`config.mk`:
```
export PLATFORM = sky130hd
export DESIGN_NAME = pipeline_hazard_ctrl
export DESIGN_NICKNAME = d
export VERILOG_FILES = /design/src/rtl/pipeline_hazard_ctrl.sv
export SDC_FILE = /design/constraint.sdc
export NUM_CORES = 1
export LEC_CHECK = 0
export ABC_AREA = 1
export CORE_ASPECT_RATIO = 0.9
export CORE_MARGIN = 8
export CORE_UTILIZATION = 41
export DETAILED_ROUTE_END_ITERATION = 10
export PLACE_DENSITY = 0.85
export SLEW_MARGIN = 20
export SYNTH_ARGS = -nofsm -noshare
export SYNTH_HDL_FRONTEND = slang
export SYNTH_SLANG_ARGS = --single-unit
```
`constraint.sdc`:
```
create_clock -name clk -period 1.6 [get_ports clk]
set_input_delay 0.32 -clock clk [delete_from_list [all_inputs] [get_ports clk]]
set_output_delay 0.32 -clock clk [all_outputs]
set_load 0.01 [all_outputs]
```
`src/rtl/pipeline_hazard_ctrl.sv`:
```
// Hazard and control unit for the 3-stage MINI-RISC pipeline: stalls, flushes,
// PC redirect, E-stage forwarding selects, halt/resume and saturating perf counters.
module pipeline_hazard_ctrl #(
  parameter int RA_W           = 3,
  parameter int LOAD_STALL_CYC = 1,
  parameter int BRANCH_PENALTY = 1,
  parameter int CNT_W          = 16
) (
  input  logic             clk,
  input  logic             reset,
  input  logic [RA_W-1:0]  rs1_D,
  input  logic [RA_W-1:0]  rs2_D,
  input  logic             use_rs1_D,
  input  logic             use_rs2_D,
  input  logic             halt_D,
  input  logic [RA_W-1:0]  rd_E,
  input  logic             mem_read_E,
  input  logic [1:0]       write_mode_E,
  input  logic [RA_W-1:0]  rs1_E,
  input  logic [RA_W-1:0]  rs2_E,
  input  logic             branch_taken_E,
  input  logic [10:0]      branch_addr_E,
  input  logic [RA_W-1:0]  rd_W,
  input  logic [1:0]       write_mode_W,
  input  logic             resume,
  input  logic             cnt_clr,
  output logic             stall_F,
  output logic             flush_F,
  output logic             stall_D,
  output logic             flush_D,
  output logic             redirect_valid,
  output logic [10:0]      redirect_pc,
  output logic [1:0]       fwd_a_sel,
  output logic [1:0]       fwd_b_sel,
  output logic             halted,
  output logic [CNT_W-1:0] stall_cnt,
  output logic [CNT_W-1:0] redirect_cnt
);

  localparam logic [1:0] S_RUN    = 2'd0;
  localparam logic [1:0] S_REDIR  = 2'd1;
  localparam logic [1:0] S_LSTALL = 2'd2;
  localparam logic [1:0] S_HALT   = 2'd3;

  localparam int MAXC = (LOAD_STALL_CYC > BRANCH_PENALTY) ? LOAD_STALL_CYC : BRANCH_PENALTY;
  localparam int CW   = $clog2(MAXC + 1);
  localparam logic [CW-1:0]    LS_INIT = CW'(LOAD_STALL_CYC - 1);
  localparam logic [CW-1:0]    BR_INIT = CW'(BRANCH_PENALTY - 1);
  localparam logic [CW-1:0]    CNT_ONE = CW'(1);
  localparam logic [RA_W-1:0]  RA_ONE  = RA_W'(1);
  localparam logic [CNT_W-1:0] PC_ONE  = CNT_W'(1);

  logic [1:0]       state_reg, state_next;
  logic [CW-1:0]    cnt_reg, cnt_next;
  logic [CNT_W-1:0] stall_cnt_reg, redirect_cnt_reg;

  logic            stall_f_c, flush_f_c, flush_d_c, redir_c, take_branch;
  logic            load_use;
  logic [RA_W-1:0] rd_w_plus1;
  logic [1:0]      fwd_a_c, fwd_b_c;

  assign load_use = mem_read_E && (write_mode_E != 2'b00) &&
                    ((use_rs1_D && rs1_D == rd_E) || (use_rs2_D && rs2_D == rd_E));

  // Paired writes land in rd and rd+1, wrapping at the top of the register file.
  assign rd_w_plus1 = rd_W + RA_ONE;

  always_comb begin
    fwd_a_c = 2'b00;
    fwd_b_c = 2'b00;
    if (write_mode_W != 2'b00 && rs1_E == rd_W)
      fwd_a_c = 2'b01;
    else if (write_mode_W == 2'b10 && rs1_E == rd_w_plus1)
      fwd_a_c = 2'b10;
    if (write_mode_W != 2'b00 && rs2_E == rd_W)
      fwd_b_c = 2'b01;
    else if (write_mode_W == 2'b10 && rs2_E == rd_w_plus1)
      fwd_b_c = 2'b10;
  end

  always_comb begin
    stall_f_c   = 1'b0;
    flush_f_c   = 1'b0;
    flush_d_c   = 1'b0;
    redir_c     = 1'b0;
    take_branch = 1'b0;
    state_next  = state_reg;
    cnt_next    = cnt_reg;
    case (state_reg)
      S_RUN: begin
        if (branch_taken_E) begin
          take_branch = 1'b1;
        end else if (load_use) begin
          stall_f_c = 1'b1;
          flush_d_c = 1'b1;
          if (LOAD_STALL_CYC > 1) begin
            state_next = S_LSTALL;
            cnt_next   = LS_INIT;
          end
        end else if (halt_D) begin
          stall_f_c  = 1'b1;
          flush_d_c  = 1'b1;
          state_next = S_HALT;
        end
      end
      S_REDIR: begin
        flush_f_c = 1'b1;
        flush_d_c = 1'b1;
        cnt_next  = cnt_reg - CNT_ONE;
        if (cnt_reg == CNT_ONE) state_next = S_RUN;
      end
      S_LSTALL: begin
        // E holds a bubble here, so a branch resolving now comes from an older slot.
        if (branch_taken_E) begin
          take_branch = 1'b1;
        end else begin
          stall_f_c = 1'b1;
          flush_d_c = 1'b1;
          cnt_next  = cnt_reg - CNT_ONE;
          if (cnt_reg == CNT_ONE) state_next = S_RUN;
        end
      end
      default: begin
        flush_d_c = 1'b1;
        if (resume) state_next = S_RUN;
        else        stall_f_c  = 1'b1;
      end
    endcase

    if (take_branch) begin
      flush_f_c = 1'b1;
      flush_d_c = 1'b1;
      redir_c   = 1'b1;
      if (BRANCH_PENALTY > 1) begin
        state_next = S_REDIR;
        cnt_next   = BR_INIT;
      end else begin
        state_next = S_RUN;
      end
    end
  end

  always_ff @(posedge clk or posedge reset) begin
    if (reset) begin
      state_reg <= S_RUN;
      cnt_reg   <= '0;
    end else begin
      state_reg <= state_next;
      cnt_reg   <= cnt_next;
    end
  end

  always_ff @(posedge clk or posedge reset) begin
    if (reset) begin
      stall_cnt_reg    <= '0;
      redirect_cnt_reg <= '0;
    end else if (cnt_clr) begin
      stall_cnt_reg    <= '0;
      redirect_cnt_reg <= '0;
    end else begin
      if (stall_f_c && stall_cnt_reg != '1)
        stall_cnt_reg <= stall_cnt_reg + PC_ONE;
      if (redir_c && redirect_cnt_reg != '1)
        redirect_cnt_reg <= redirect_cnt_reg + PC_ONE;
    end
  end

  // Every output is forced quiet while reset is held.
  assign stall_F        = !reset && stall_f_c;
  assign flush_F        = !reset && flush_f_c;
  assign stall_D        = 1'b0;
  assign flush_D        = !reset && flush_d_c;
  assign redirect_valid = !reset && redir_c;
  assign redirect_pc    = (!reset && redir_c) ? branch_addr_E : 11'd0;
  assign fwd_a_sel      = reset ? 2'b00 : fwd_a_c;
  assign fwd_b_sel      = reset ? 2'b00 : fwd_b_c;
  assign halted         = !reset && (state_reg == S_HALT);
  assign stall_cnt      = stall_cnt_reg;
  assign redirect_cnt   = redirect_cnt_reg;

endmodule

```
==> impl_metrics.py <==
metrics = {
    "run_status": {
        "status": "finished, violations left",
        "violations": "setup timing",
    },
    "clock_tree": {
        "cts-root-buf": "clkbuf_8",
        "clockBufferDepth": 2,
        "cts_tree": "yes",
        "htree_levels": 2,
        "cts_num_sinks": 33,
        "clk_pin_slew_ns": 0.07,
        "clk_latency_ns": 0.29,
        "cts_buffers": 5,
    },
    "worst_hold_path": {
        "hp-class": "in -> async",
    },
    "setup_path": {
        "critPathLaunchType": "register",
        "worstPathArrival_ns": 1.43,
        "critPathMaxFanout": 5,
        "cp.required_ns": 1.28,
        "path_class": "reg -> out",
        "cp-end-kind": "primary output",
        "r2r_slack_ns": 0,
    },
    "timing": {
        "setup_violations": 14,
        "fin_crit_sh": 1.10,
        "drv_slew": 0,
        "finClkSkew_ns": 0.00715,
        "layout_min_cycle_time_ns": 1.75,
        "grt_setup_unrepaired": "yes",
        "final_hold_viol_count": 0,
        "max_freq_mhz": 570,
        "worst_slack_ns": -0.153,
    },
    "logic_synthesis": {
        "synth_flop_cell": "dfrtp_1",
        "synthCells": 396,
        "syn_avg_cell_area_um2": 6.70,
        "ys_warn_count": 0,
        "synth_area_leaders": "dfrtp_1 (31%), nand2_1 (13%), nor2_1 (8.1%)",
        "syn_nets": 441,
        "ys_types": 36,
        "synth_edf_count": 0,
        "ys_ff_latch": 33,
        "async_flop_share": 1.00,
        "synth_top_area_frac": 0.311,
        "synth_area_leader_cell": "dfrtp_1",
        "syn_area_um2": 2650,
        "ys_seq_area_frac": 0.311,
    },
    "drt": {
        "via_count": 3155,
        "dr.pass1.iters": 7,
        "wl_per_cell_um": 14.5,
        "viasPerCell": 5.06,
        "drt-total-wl_um": 9010,
        "drc": 0,
        "drt_iter0_drc": 193,
        "ant_nets": 0,
    },
    "die": {
        "num_rows": 27,
        "design.die.area_um2": 9300,
        "start_util": 0.429,
        "design.core.area_um2": 6180,
        "die_y_um": 92.3,
        "io_pins": 95,
        "die_w_um": 101,
    },
    "finish": {
        "most-common-layout-cells": "nand2_1 (86), inv_1 (47), buf_4 (44), nor2_1 (40), dfrtp_1 (30)",
        "nFillCells": 474,
        "final_common_cell": "nand2_1",
        "drive_gt1_frac": 0.354,
        "fin_nets": 580,
        "multi_input_comb_area_um2": 1780,
        "diodes": 0,
        "regArea_um2": 830,
        "finalNonFillerCells": 623,
        "syn_to_final_growth_pct": 60.6,
    },
    "pwr": {
        "powerDensity_nw_per_um2": 567,
        "peakVddDrop_v": 0.000376,
        "finalPower_w": 0.00242,
        "p_leak_nw": 2.22,
    },
    "global_route": {
        "grt_use_total": 0.176,
        "antenna_found_initial": 0,
        "grt_pass1_vias": 3028,
        "grt_pass1_wl_um": 13500,
        "overflow": 0,
        "grt_max_degree": 34,
    },
    "place": {
        "placed_cells": 590,
        "place_congestion": 0.903,
        "io_buffers": 93,
        "dpl.hpwl_um": 6130,
    },
    "flow_run": {
        "cap_violations": 0,
    },
}
[area by class of cell]
| class | count | area share |
|---|---|---|
| multi-input combinational | 291 | 0.417 |
| timing repair buffer | 144 | 0.288 |
| sequential | 33 | 0.195 |
| inverter | 60 | 0.0552 |
| tap | 87 | 0.0256 |
| clock buffer | 6 | 0.0170 |
| clock inverter | 2 | 0.00235 |
[logic make-up (layout without fill, tap and decap cells)]
group | count (synthesis) | in the layout | synth area share
compound gates | 30 | 30 | 0.0788
flops | 33 | 33 | 0.311
other cells | 1 | 1 | 0.00141
simple gates | 238 | 238 | 0.414
fa+ha+maj | 3 | 3 | 0.0142
xor+xnor | 19 | 19 | 0.0627
buf+inv | 72 | 212 | 0.118
[power by group]
part,internal [W],leakage (nW),switching [W]
clock,0.000301,0.0450,0.000318
sequential,0.000865,0.451,0.0000295
combinational,0.000428,1.73,0.000475
[path summary, 6_finish.rpt]
kind                                             start                            to  cells after the start
setup / recovery              state_reg[0]$_DFFE_PP0P_                redirect_pc[5]                      7
hold / removal                                   reset     stall_cnt[15]$_DFFE_PP0P_                      4
setup reg to reg           redirect_cnt[0]$_DFFE_PP0P_   redirect_cnt[9]$_DFFE_PP0P_                     10
hold reg to reg              stall_cnt[15]$_DFFE_PP0P_     stall_cnt[15]$_DFFE_PP0P_                      2
max in group asynchronous                        reset  redirect_cnt[11]$_DFFE_PP0P_                      4
min in group clk             stall_cnt[15]$_DFFE_PP0P_     stall_cnt[15]$_DFFE_PP0P_                      2
[through the flow]
step / TNS (ns) / utilization / setup WS [ns] / hold WS (ns) / area, um2
detailed placement: -21.30 / 0.628 / -0.828 / 0.540 / 3880
finish: -1.59 / 0.689 / -0.153 / 0.321 / 4260
floorplan: 0 / - / 0.0324 / 0.262 / 2700
global route: -3.10 / 0.689 / -0.246 / 0.373 / 4260
global placement: -19.23 / 0.628 / -0.786 / 0.527 / 3880
CTS: -1.81 / 0.644 / -0.168 / 0.518 / 3980
[layer usage]
metal | share of wire | GRT usage
met3 | 0.094 | 0.0486
met1 | 0.39 | 0.193
met2 | 0.50 | 0.316
met5 | 0 | 0
met4 | 0.019 | 0.0629
[worst max-delay path, stage by stage, from the launching register on]
cell,delay (ns)
dfrtp_1,0.41
nor2_4,0.11
inv_2,0.05
nor2_4,0.11
clkinvlp_4,0.11
buf_6,0.14
nor2_2,0.08
buf_2,0.14
[synth_stat cells, types with 4 or more instances]
cell type / n
nand2_1: 92
nor2_1: 57
inv_1: 56
dfrtp_1: 33
nand3_1: 32
nor3_1: 19
nand2_2: 17
xor2_1: 14
a21oi_1: 7
o21ai_0: 7
o21ai_2: 7
nand4_1: 5
nor2_2: 5
xnor2_1: 5
clkbuf_1: 4
inv_2: 4
[repair_timing]
item	in CTS	in global routing
setup buffers	15	12
hold buffers	0	0
gates resized for setup	177	64
pin swaps	29	30
setup endpoints to repair	59	54
(Power assumes the default switching activity.)
